--- src/rtl/instr_fetch_queue.sv ---
// rtl/instr_fetch_queue.sv - instruction prefetch queue with head-word field decode and halt/resume control
module instr_fetch_queue #(
    parameter int INSTR_W    = 32,
    parameter int OP_W       = 5,
    parameter int REG_W      = 5,
    parameter int IMM_W      = 14,
    parameter int TYPE_W     = 2,
    parameter int DEPTH      = 4,
    parameter int IMM_SIGNED = 1
) (
    input  logic                       clk,
    input  logic                       rst_n,
    input  logic                       in_valid,
    output logic                       in_ready,
    input  logic [INSTR_W-1:0]         in_instr,
    input  logic                       flush,
    input  logic                       resume,
    output logic                       out_valid,
    input  logic                       out_ready,
    output logic [OP_W-1:0]            operation,
    output logic [REG_W-1:0]           src_1,
    output logic [REG_W-1:0]           dest,
    output logic [IMM_W-1:0]           immediate,
    output logic [TYPE_W-1:0]          instr_type,
    output logic                       halt_bit,
    output logic [INSTR_W-1:0]         imm_ext,
    output logic [$clog2(DEPTH+1)-1:0] count,
    output logic                       halted
);
    localparam int CNT_W = $clog2(DEPTH + 1);
    localparam int PTR_W = $clog2(DEPTH);
    localparam logic [CNT_W-1:0] FULL = CNT_W'(DEPTH);

    typedef enum logic {ST_RUN, ST_HALTED} state_t;

    state_t             r_state;
    state_t             w_state_nxt;
    logic [INSTR_W-1:0] r_mem [DEPTH];
    logic [PTR_W-1:0]   r_wr_ptr;
    logic [PTR_W-1:0]   r_rd_ptr;
    logic [CNT_W-1:0]   r_count;
    logic [INSTR_W-1:0] w_head;
    logic               w_push;
    logic               w_pop;

    // in_ready looks only at occupancy, so a full queue never accepts even while popping
    assign in_ready  = (r_count < FULL);
    assign out_valid = (r_count != '0) && (r_state == ST_RUN);
    assign w_push    = in_valid && in_ready && !flush;
    assign w_pop     = out_valid && out_ready && !flush;

    assign w_head     = r_mem[r_rd_ptr];
    assign operation  = w_head[INSTR_W-1 -: OP_W];
    assign src_1      = w_head[INSTR_W-OP_W-1 -: REG_W];
    assign dest       = w_head[INSTR_W-OP_W-REG_W-1 -: REG_W];
    assign immediate  = w_head[INSTR_W-OP_W-2*REG_W-1 -: IMM_W];
    assign instr_type = w_head[TYPE_W:1];
    assign halt_bit   = w_head[0];
    assign count      = r_count;
    assign halted     = (r_state == ST_HALTED);

    generate
        if (IMM_SIGNED != 0) begin : g_imm_sx
            assign imm_ext = {{(INSTR_W-IMM_W){immediate[IMM_W-1]}}, immediate};
        end else begin : g_imm_zx
            assign imm_ext = {{(INSTR_W-IMM_W){1'b0}}, immediate};
        end
    endgenerate

    always_ff @(posedge clk) begin
        if (w_push) begin
            r_mem[r_wr_ptr] <= in_instr;
        end
    end

    always_ff @(posedge clk or negedge rst_n) begin
        if (!rst_n) begin
            r_wr_ptr <= '0;
            r_rd_ptr <= '0;
            r_count  <= '0;
        end else if (flush) begin
            r_wr_ptr <= '0;
            r_rd_ptr <= '0;
            r_count  <= '0;
        end else begin
            if (w_push) begin
                r_wr_ptr <= r_wr_ptr + PTR_W'(1);
            end
            if (w_pop) begin
                r_rd_ptr <= r_rd_ptr + PTR_W'(1);
            end
            if (w_push && !w_pop) begin
                r_count <= r_count + CNT_W'(1);
            end else if (w_pop && !w_push) begin
                r_count <= r_count - CNT_W'(1);
            end
        end
    end

    always_ff @(posedge clk or negedge rst_n) begin
        if (!rst_n) begin
            r_state <= ST_RUN;
        end else begin
            r_state <= w_state_nxt;
        end
    end

    // The halting word is itself issued; the stop takes effect on the following cycle
    always_comb begin
        w_state_nxt = r_state;
        case (r_state)
            ST_RUN: begin
                if (w_pop && halt_bit) begin
                    w_state_nxt = ST_HALTED;
                end
            end
            ST_HALTED: begin
                if (resume) begin
                    w_state_nxt = ST_RUN;
                end
            end
            default: w_state_nxt = ST_RUN;
        endcase
    end
endmodule

--- config.mk ---
export PLATFORM = sky130hd
export DESIGN_NAME = instr_fetch_queue
export DESIGN_NICKNAME = d
export VERILOG_FILES = /design/src/rtl/instr_fetch_queue.sv
export SDC_FILE = /design/constraint.sdc
export NUM_CORES = 1
export LEC_CHECK = 0
export ABC_AREA = 1
export ABC_CLOCK_PERIOD_IN_PS = 3200
export CAP_MARGIN = 20
export CELL_PAD_IN_SITES_DETAIL_PLACEMENT = 1
export CELL_PAD_IN_SITES_GLOBAL_PLACEMENT = 2
export CORE_ASPECT_RATIO = 1.25
export CORE_UTILIZATION = 45
export CTS_BUF_LIST = sky130_fd_sc_hd__clkbuf_8
export CTS_CLUSTER_SIZE = 14
export DETAILED_ROUTE_END_ITERATION = 16
export DONT_BUFFER_PORTS = 1
export PLACE_DENSITY = 0.91
export SYNTH_ARGS = -nofsm -noshare
export SYNTH_HDL_FRONTEND = slang
export SYNTH_SLANG_ARGS = --single-unit
--- constraint.sdc ---
create_clock -name clk -period 3.2 [get_ports clk]
set_input_delay 0.64 -clock clk [delete_from_list [all_inputs] [get_ports clk]]
set_output_delay 0.64 -clock clk [all_outputs]
set_load 0.05 [all_outputs]
# After elaboration in Yosys (flattened, before gate mapping)
# Memories as Yosys holds them, arrays and structs flattened.
# Cells that the tools add are included.
# classes
add_sub_neg	4
mul	0
div_mod_pow	0
n_lt_le_gt_ge	1
eq_ne	0
shift	0
n_mux	12
n_bitwise	1
reduce_logical	15
# ops
cell	n
$mux 3	3
$logic_and 1x1->1	8
$mux 2	4
$reduce_bool 3->1	2
$add 2x1->2 const B	2
$mux 1	4
$reduce_bool 2->1	2
$add 3x1->3 const B	1
$logic_not 1->1	3
$lt 3x3->1 const B	1
$sub 3x1->3 const B	1
$pmux 1 s2	1
$not 1->1	1
# word_totals
reg_bits	8
latchBits	0
mem_bits_rw	128
rom_bits	0
input_bits	38
word_cells	38
mem_count	1
# memory_table
memory	depth	word_bits	rd	rd_clocked_by_memory_dff	write_ports	line_no	rtl
r_mem	4	32	1	0	1	38	logic [INSTR_W-1:0] r_mem [DEPTH];

# Logic depth before layout (Yosys ltp)
# logic_depth
word_depth	8
depth_mapped	9

# Least setup slack after synthesis
# Ideal clock, no wire load.
# synth_path
kind	flip-flop to output port
startpoint	register r_rd_ptr[0]
endpoint	output port imm_ext[14]
arrival_time_ns	2.758
t_required_ns	2.560
slack_ns	-0.198
path_stages_with_launch	8
path_buffers	4
path_cell_list	dfrtp_1 > buf_4 > inv_2 > buf_6 > buf_6 > o21ai_1 > o22ai_1 > buf_4
# synth_via
elab_chain_cells	1
# synth_rtl
item	line_no	rtl
start: declaration	40	logic [PTR_W-1:0] r_rd_ptr;
start signal: assignment	90	r_rd_ptr <= r_rd_ptr + PTR_W'(1);
$mem_v2 4x32	--	
end: declaration	26	output logic [INSTR_W-1:0] imm_ext,
# Every way passes these cells.

# Final worst setup path
# layout_path
startpoint	register r_rd_ptr[0]
endpoint	output port imm_ext[13]
# Same word-level chain as after synthesis.

==> results.py <==
metrics = {
    "timing": {
        "rsz0062_at_grt": "no",
        "setup_tns_ns": 0,
        "fmax_mhz": 328.7,
        "finalHoldViolCount": 0,
        "worst_pin_slew_ns": 1.079,
        "final-max-slew-violation-count": 0,
        "setup_ws_ns": 0.1576,
        "fin_crit_sh_pct": 95.08,
        "hold_ws_ns": 0.2883,
        "finalSetupViolCount": 0,
        "finalCriticalPeriod_ns": 3.042,
        "finClkSkew_ns": 0.01568,
        "relSlewSlack_pct": 28.66,
    },
    "cells_and_area": {
        "finalInstanceArea_um2": 6505,
        "nets": 465,
        "antenna_cells": 0,
        "final_cell_mix": "edfxtp_1, nor2_1, o21ai_0, buf_4, o22ai_1",
        "final_core_utilization_pct": 53.74,
        "syn_to_final_growth_pct": 16.57,
        "instances_no_fill": 599,
        "layout-drive-gt1-share_pct": 24.60,
        "final_common_cell": "edfxtp_1",
        "fillers": 1158,
    },
    "synthesis": {
        "ys.flop_type": "edfxtp_1",
        "postSynthAreaPerCell_um2": 13.58,
        "synthTopCellsByArea": "edfxtp_1, o21ai_0, buf_4, nor2_1, dfrtp_1",
        "netlist_instances": 411,
        "yosys_warnings": 0,
        "ys_ff_latch": 136,
        "synth_top_area_share_pct": 68.88,
        "async_reset_ff_share_pct": 5.882,
        "ys_seq_area_share_pct": 72.47,
        "synth_top_family_by_area": "compound AO/OA/AOI/OAI gates",
        "synth_fp_nets": 454,
        "synth_top_cell_by_area": "edfxtp_1",
        "yosys.area_share.simple_pct": 8.184,
        "synth_edf_count": 128,
        "syn-cell-area_um2": 5580,
        "synth_compound_area_share_pct": 10.18,
        "yosysUniqueCellTypes": 27,
        "synthMuxAreaShare_pct": 0,
        "synth_adder_area_share_pct": 1.256,
        "synth-xor-area-share_pct": 0,
    },
    "route": {
        "routed_wl_um": 12000,
        "first_pass_iters": 5,
        "drtAntennaViolNets": 0,
        "num_vias": 3275,
        "drc": 0,
        "drt-vias-per-instance": 5.467,
        "dr.first_iter.drc_count": 125,
        "post_drt_wl_per_cell_um": 20.03,
    },
    "power": {
        "p_sw_mw": 3.169,
        "intPower_mw": 3.653,
        "finalPower_mw": 6.822,
        "powerDensity_nw_per_um2": 1049,
        "p_comb_share_pct": 45.7,
        "pwr-share-seq_pct": 33.1,
        "switching_share_pct": 46.45,
        "clkPwrFrac_pct": 21.2,
        "vdd_drop_max_uv": 1384,
        "p_leak_nw": 2.254,
    },
    "worst_setup_path": {
        "crit_required_ns": 2.56,
        "critPathBufInv": 1,
        "worstSetupStartpointType": "flip-flop",
        "arrival_ns": 2.40,
        "cpPeakStageDelay_ns": 0.88,
        "critical-path-top-delay-family": "buffers and inverters",
        "critical_path_class": "reg2out",
        "crit_path_max_fanout": 24,
        "slowest_stage": "buf_4",
        "end_kind": "primary output",
        "cp_cell_sequence": "o21ai_0, o22ai_4, buf_4",
    },
    "placed_design": {
        "dp_slack_ns": 0.5993,
        "port_buffers": 0,
        "place_area_um2": 6083,
        "dp_hpwl_um": 7613,
        "place_congestion": 0.7362,
        "dp.cells": 566,
    },
    "grt": {
        "grt_pass1_vias": 3513,
        "track_usage_pct": 20.01,
        "grt_remaining_overflow": 0,
        "grt_pass1_wl_um": 18550,
        "grt_max_degree": 65,
        "antenna_found_initial": 0,
    },
    "hold_path": {
        "min_path_type": "in2reg",
    },
    "clock_tree": {
        "clk-insertion-delay-late_ns": 0.44,
        "clock_path_buffers": 2,
        "cts_sinks": 136,
        "cts_max_level": 4,
        "path_clk_slew_ns": 0.09,
        "cts_tree": "done",
        "root_buffer": "clkbuf_8",
        "numCtsBuffers": 17,
    },
    "floorplan": {
        "die-area_um2": 12850,
        "initial_core_util_pct": 46.10,
        "rows": 45,
        "dieWidth_um": 101.6,
        "core-area_um2": 12110,
        "fp.dieH_um": 126.5,
        "ios": 108,
    },
    "run_status": {
        "status": "finished clean",
    },
    "job": {
        "drv_cap": 0,
    },
}
worst reg2reg max path, stage by stage (launching register included):
cell     delay [ns]
dfrtp_1        0.61
inv_4          0.33
nand2_8        0.11
nor2_8         0.13
inv_1          0.17
nor2_4         0.53
buf_12         0.25
routing by layer:
layer  global-route usage, %  vias to the layer above  routed length (um)
met3                   5.895                       17                 682
met1                   23.26                     1682                4696
met5                       0                        -                   0
met2                   34.54                       95                6439
li1                        -                     1481                   -
met4                   7.587                        0                 182
power by group through the flow:
stage                     sequential, mW  clock, mW  combinational (mW)
after floorplan                     2.25          0                2.57
after global placement              2.28          0                3.07
after detailed placement            2.30          0                3.14
after CTS                           2.26       1.48                3.16
after global routing                2.27       1.54                3.28
final                               2.26       1.45                3.12
area by class of cell:
class,instances,area (um^2),area share (%)
Clock buffer,17,234.0,3.597
Timing Repair Buffer,45,553.0,8.502
Clock inverter,15,177.7,2.731
Sequential cell,136,4045,62.19
Multi-Input combinational cell,204,1220,18.75
Tap cell,164,205.2,3.154
Inverter,18,70.07,1.077
final timing paths:
| check | startpoint | endpoint | slack (ns) | depth (start not counted) |
|---|---|---|---|---|
| max | r_rd_ptr[0] | imm_ext[13] | 0.16 | 3 |
| max in group asynchronous | rst_n | r_rd_ptr[0] | 2.27 | 1 |
| max reg2reg | count[2] | r_mem[1][15] | 0.78 | 6 |
| min reg2reg | r_wr_ptr[1] | r_wr_ptr[1] | 0.67 | 2 |
| min in group asynchronous | rst_n | count[2] | 0.58 | 1 |
| min | in_instr[30] | r_mem[2][30] | 0.29 | 0 |
flip-flops by register name, summed over array words and instances, names as in the netlist:
register  flops
count         3
halted        1
r_mem       128
r_rd_ptr      2
r_wr_ptr      2
Yosys cell counts (2+ instances only):
cell type,instances
edfxtp_1,128
nor2_1,66
o21ai_0,56
buf_4,34
o22ai_1,32
inv_1,15
nand2_1,14
o21ai_1,11
clkbuf_1,8
dfrtp_1,8
buf_2,6
nand3_1,6
buf_6,5
ha_1,4
a21oi_1,3
a21oi_2,2
inv_2,2
nand2_4,2
cells by family after synthesis:
logic type               count (synthesis)
AND/OR/NAND/NOR                         95
AO/OA/AOI/OAI                          104
adder cells (fa/ha/maj)                  5
flip-flops                             136
buffers and inverters                   71
what timing repair did:
item                      in CTS  in global routing
gates resized for setup        0                  0
setup buffers                  0                  0
hold endpoints to repair       8                  0
hold buffers                   1                  0
Power figures use the tool's default switching activity.
==> patch 1, RTL diff (same settings) <==
The parameter `IMM_SIGNED` goes from 1 to 0.
--- a/src/rtl/instr_fetch_queue.sv
+++ b/src/rtl/instr_fetch_queue.sv
@@ -6,7 +6,7 @@
     parameter int IMM_W      = 14,
     parameter int TYPE_W     = 2,
     parameter int DEPTH      = 4,
-    parameter int IMM_SIGNED = 1
+    parameter int IMM_SIGNED = 0
 ) (
     input  logic                       clk,
     input  logic                       rst_n,
Function: changed (a bounded check fails within 4 cycles, from zero or initial values and one cycle with rst_n low).
==> patch 1 against the original RTL <==
Design area decreased by 0.54%; power decreased by 7.6%; die area about the same; clock skew decreased by 7.6 ps; area after synthesis about the same; sequential cell count unchanged; wire length decreased by 2.7%; setup slack improved by 230 ps; first-iteration DRC count increased by 26%; largest power group unchanged.
==> patch 1: results (changes against the original RTL) <==
{| class="wikitable"
! Metric !! Value
|-
| Pin count of the biggest net entering global routing || 58 (was 65)
|-
| DP Cell Count || 579 (was 566)
|-
| Top area cells in the synthesized netlist || sky130_fd_sc_hd__edfxtp_1 69%, sky130_fd_sc_hd__o21ai_0 5.0%, sky130_fd_sc_hd__buf_4 4.6% (unchanged)
|-
| Layout cells sized above 1 || 0.221 (was 0.246)
|-
| Reg-to-reg endpoint || r_mem[2][21] (was r_mem[1][15])
|-
| Crit path max fanout || 57 (was 24)
|-
| Pre-CTS worst setup slack || 682 ps (was 599 ps)
|-
| Status || finished, final reports clean (unchanged)
|-
| Relative slew margins || 0.570 (was 0.287)
|-
| Avg Synthesized Cell Area || 13.6 µm² (about the same)
|-
| Worst-case register-to-register setup slack || 740 ps (was 780 ps)
|-
| Slowest stage delay, CP || 540 ps (was 880 ps)
|-
| Area share of fa/ha/maj cells after synthesis || 0.0125 (was 0.0126)
|-
| Router iterations before antenna repair || 4 (was 5)
|-
| Final net count || 478 (was 465)
|-
| Max rail drop VDD || 0.000491 V (was 0.00138 V)
|-
| Initial detailed-routing violation count || 157 (was 125)
|-
| Final weighted congestion of routability-driven global placement || 0.764 (was 0.736)
|-
| Total wire length || 11.7 mm (was 12.0 mm)
|-
| Portion of the post-synthesis area used by sequential elements || 0.724 (was 0.725)
|-
| Via density per instance || 5.25 (was 5.47)
|-
| Post-synth cell types || 28 (was 27)
|-
| Internal power contribution || 3.59 mW (was 3.65 mW)
|-
| Clock latency at the later pin of the worst-skew pair || 420 ps (was 440 ps)
|-
| Critical path endpoint || operation[4] (was imm_ext[13])
|-
| Placed Instance Area || 6070 µm² (was 6080 µm²)
|-
| Arr. time, crit path || 2170 ps (was 2400 ps)
|-
| Post-synthesis compound-gate area fraction || 0.102 (about the same)
|-
| GRT Util Overall || 0.197 (was 0.200)
|-
| Post-detailed-placement half-perimeter wirelength || 7.70 mm (was 7.61 mm)
|}
[patch 1: metal layers]
metal | vias up | global-route usage | wire [µm]
met5 | - | 0 | 0
met4 | 0 | 0.0750 | 212
met3 | 16 | 0.0534 | 520
met2 | 107 | 0.349 | 6460
met1 | 1602 | 0.223 | 4490
li1 | 1484 | - | -
[patch 1: critical path: cells and delay by family, from the launching register on]
kind                   cells  cell delay [ps]
AOI/OAI and AO/OA          2              420
buffers and inverters      3              730
DFF                        1              540
[patch 1: how the worst min path moves through the flow]
stage	slack, ps	cells past startpoint	to
after floorplan	340	0	count[0]
after global placement	340	0	count[2]
after detailed placement	340	0	count[1]
after CTS	280	1	halted
final	310	0	r_mem[2][29]
after global routing	270	0	r_mem[2][26]
[patch 1: area by class of cell]
type                            count  area, µm²
Tap cell                          164        205
Sequential cell                   136       4050
Clock inverter                     14        158
Fill cell                        1174       5640
Clock buffer                       17        234
Timing Repair Buffer               40        478
Inverter                           18       70.1
Multi-Input combinational cell    222       1280
==> patch 2, RTL diff (same flow settings) <==
Without the edit above. Make the reset (`rst_n`) synchronous in 2 clocked blocks.
--- a/src/rtl/instr_fetch_queue.sv
+++ b/src/rtl/instr_fetch_queue.sv
@@ -73,7 +73,7 @@
         end
     end
 
-    always_ff @(posedge clk or negedge rst_n) begin
+    always_ff @(posedge clk) begin
         if (!rst_n) begin
             r_wr_ptr <= '0;
             r_rd_ptr <= '0;
@@ -97,7 +97,7 @@
         end
     end
 
-    always_ff @(posedge clk or negedge rst_n) begin
+    always_ff @(posedge clk) begin
         if (!rst_n) begin
             r_state <= ST_RUN;
         end else begin
Function: differs if rst_n is asserted again (counterexample within 4 cycles, from zero or initial values and one cycle with rst_n low); with rst_n held inactive, the same outputs for 4 cycles.
==> patch 2 against the original RTL <==
Design area grew 0.63%; setup slack gained 180 ps; critical path depth grew 2; via count is 1.2% lower; sequential cell count rose by 2; cell count rose by 1.3%; worst hold slack improved by 5.9 ps; area after synthesis decreased by 0.92%; wire length shrank 3.4%; critical path type unchanged; critical endpoint is now immediate[7].
Power is not compared: it rests on default switching activity, and its combinational part moved more than twofold at a synthesized area within 25%.
==> patch 2: results (changes against the original RTL) <==
{| class="wikitable"
! Metric !! Value
|-
| Reg-to-reg endpoint || count[2] (was r_mem[1][15])
|-
| Status || finished, final reports clean (unchanged)
|-
| Layout cells sized above 1 || 0.235 (was 0.246)
|-
| CTS resizes || 0 (unchanged)
|-
| Pin count of the biggest net entering global routing || 53 (was 65)
|-
| Share of flip-flops with an asynchronous set or reset || 0 (was 0.0588)
|-
| Post-synth cell types || 23 (was 27)
|-
| R2R depth || 11 (was 6)
|-
| Avg Synthesized Cell Area || 13.3 µm² (was 13.6 µm²)
|-
| Crit path max fanout || 44 (was 24)
|-
| Router iterations before antenna repair || 4 (was 5)
|-
| Relative slew margins || 0.617 (was 0.287)
|-
| Layout Skew || 11.4 ps (was 15.7 ps)
|-
| DP Cell Count || 576 (was 566)
|-
| Worst Min Path Start || in_instr[28] (was in_instr[30])
|-
| Arr. time, crit path || 2220 ps (was 2400 ps)
|-
| WHS || 294 ps (was 288 ps)
|-
| Total wire length || 11.6 mm (was 12.0 mm)
|-
| Portion of the post-synthesis area used by sequential elements || 0.731 (was 0.725)
|-
| Post-detailed-placement half-perimeter wirelength || 7.47 mm (was 7.61 mm)
|-
| First-pass GRT wire length || 18.6 mm (about the same)
|-
| Terminating pin of the worst hold path || r_mem[1][28] (was r_mem[2][30])
|-
| Slowest stage delay, CP || 480 ps (was 880 ps)
|-
| Mapped Nets || 460 (was 454)
|-
| Top area cells in the synthesized netlist || sky130_fd_sc_hd__edfxtp_1 70%, sky130_fd_sc_hd__o21ai_0 5.1%, sky130_fd_sc_hd__buf_4 4.8% (was sky130_fd_sc_hd__edfxtp_1 69%, sky130_fd_sc_hd__o21ai_0 5.0%, sky130_fd_sc_hd__buf_4 4.6%)
|-
| WL/cell || 19.1 µm (was 20.0 µm)
|-
| Number of global-route vias before repair || 3589 (was 3513)
|-
| GRT Util Overall || 0.198 (was 0.200)
|-
| Worst-case register-to-register setup slack || 1060 ps (was 780 ps)
|-
| Final net count || 478 (was 465)
|-
| Placed Instance Area || 6140 µm² (was 6080 µm²)
|-
| Critical register-to-register path startpoint || count[2] (unchanged)
|}
## patch 2: changes by cell type after synthesis, sizes merged, moves of 2 or more
cell    delta
nand3      -4
a21oi      +3
xor2       +2
buf        +5
inv        +5
dfxtp     +10
dfrtp      -8
clkbuf     -7
nand2      -2
## patch 2: power breakdown
part / leakage [nW] / switching, mW / internal, mW / total [mW]
Clock: 0.193 / 0.662 / 0.770 / 1.43
Sequential: 1.24 / 0.0137 / 2.00 / 2.02
Combinational: 0.828 / 0.273 / 0.106 / 0.379
## patch 2: logic make-up (layout without fill, tap and decap cells)
kind of cell / count (synthesis) / after routing / synth area share
DFF: 138 / 138 / 0.731
buffers and inverters: 74 / 104 / 0.0821
xor gates and xnor gates: 2 / 2 / 0.00317
adders and majority gates: 6 / 6 / 0.0149
AOI/OAI and AO/OA: 105 / 105 / 0.103
and+or+nand+nor: 91 / 91 / 0.0656
## patch 2: worst max-delay path by stage
| stage | slack, ps | endpoint | start |
|---|---|---|---|
| 2_1_floorplan | 20 | imm_ext[14] | register |
| 3_3_place_gp | 850 | dest[1] | register |
| 3_5_place_dp | 770 | dest[1] | register |
| 4_1_cts | 290 | dest[1] | register |
| 5_1_grt | 120 | dest[1] | register |
| 6_report | 340 | immediate[7] | register |
## patch 2: area by class of cell
cell class,count,area [µm²],share of cell area
flip-flops and latches,138,4050,0.618
clock buffers,17,234,0.0357
clock inverters,14,173,0.0264
inverters,23,86.3,0.0132
repair buffers,50,651,0.0994
well taps,161,201,0.0308
multi-input cells,204,1160,0.177
## patch 2: metal layers
layer  GRT usage  vias up  routed length [µm]  share of wire
met5           0        -                   0              0
met4      0.0716        0                 150          0.013
met3      0.0683       13                 655          0.056
met2       0.347       82                6180           0.53
met1       0.222     1646                4610           0.40
li1            -     1495                   -              -
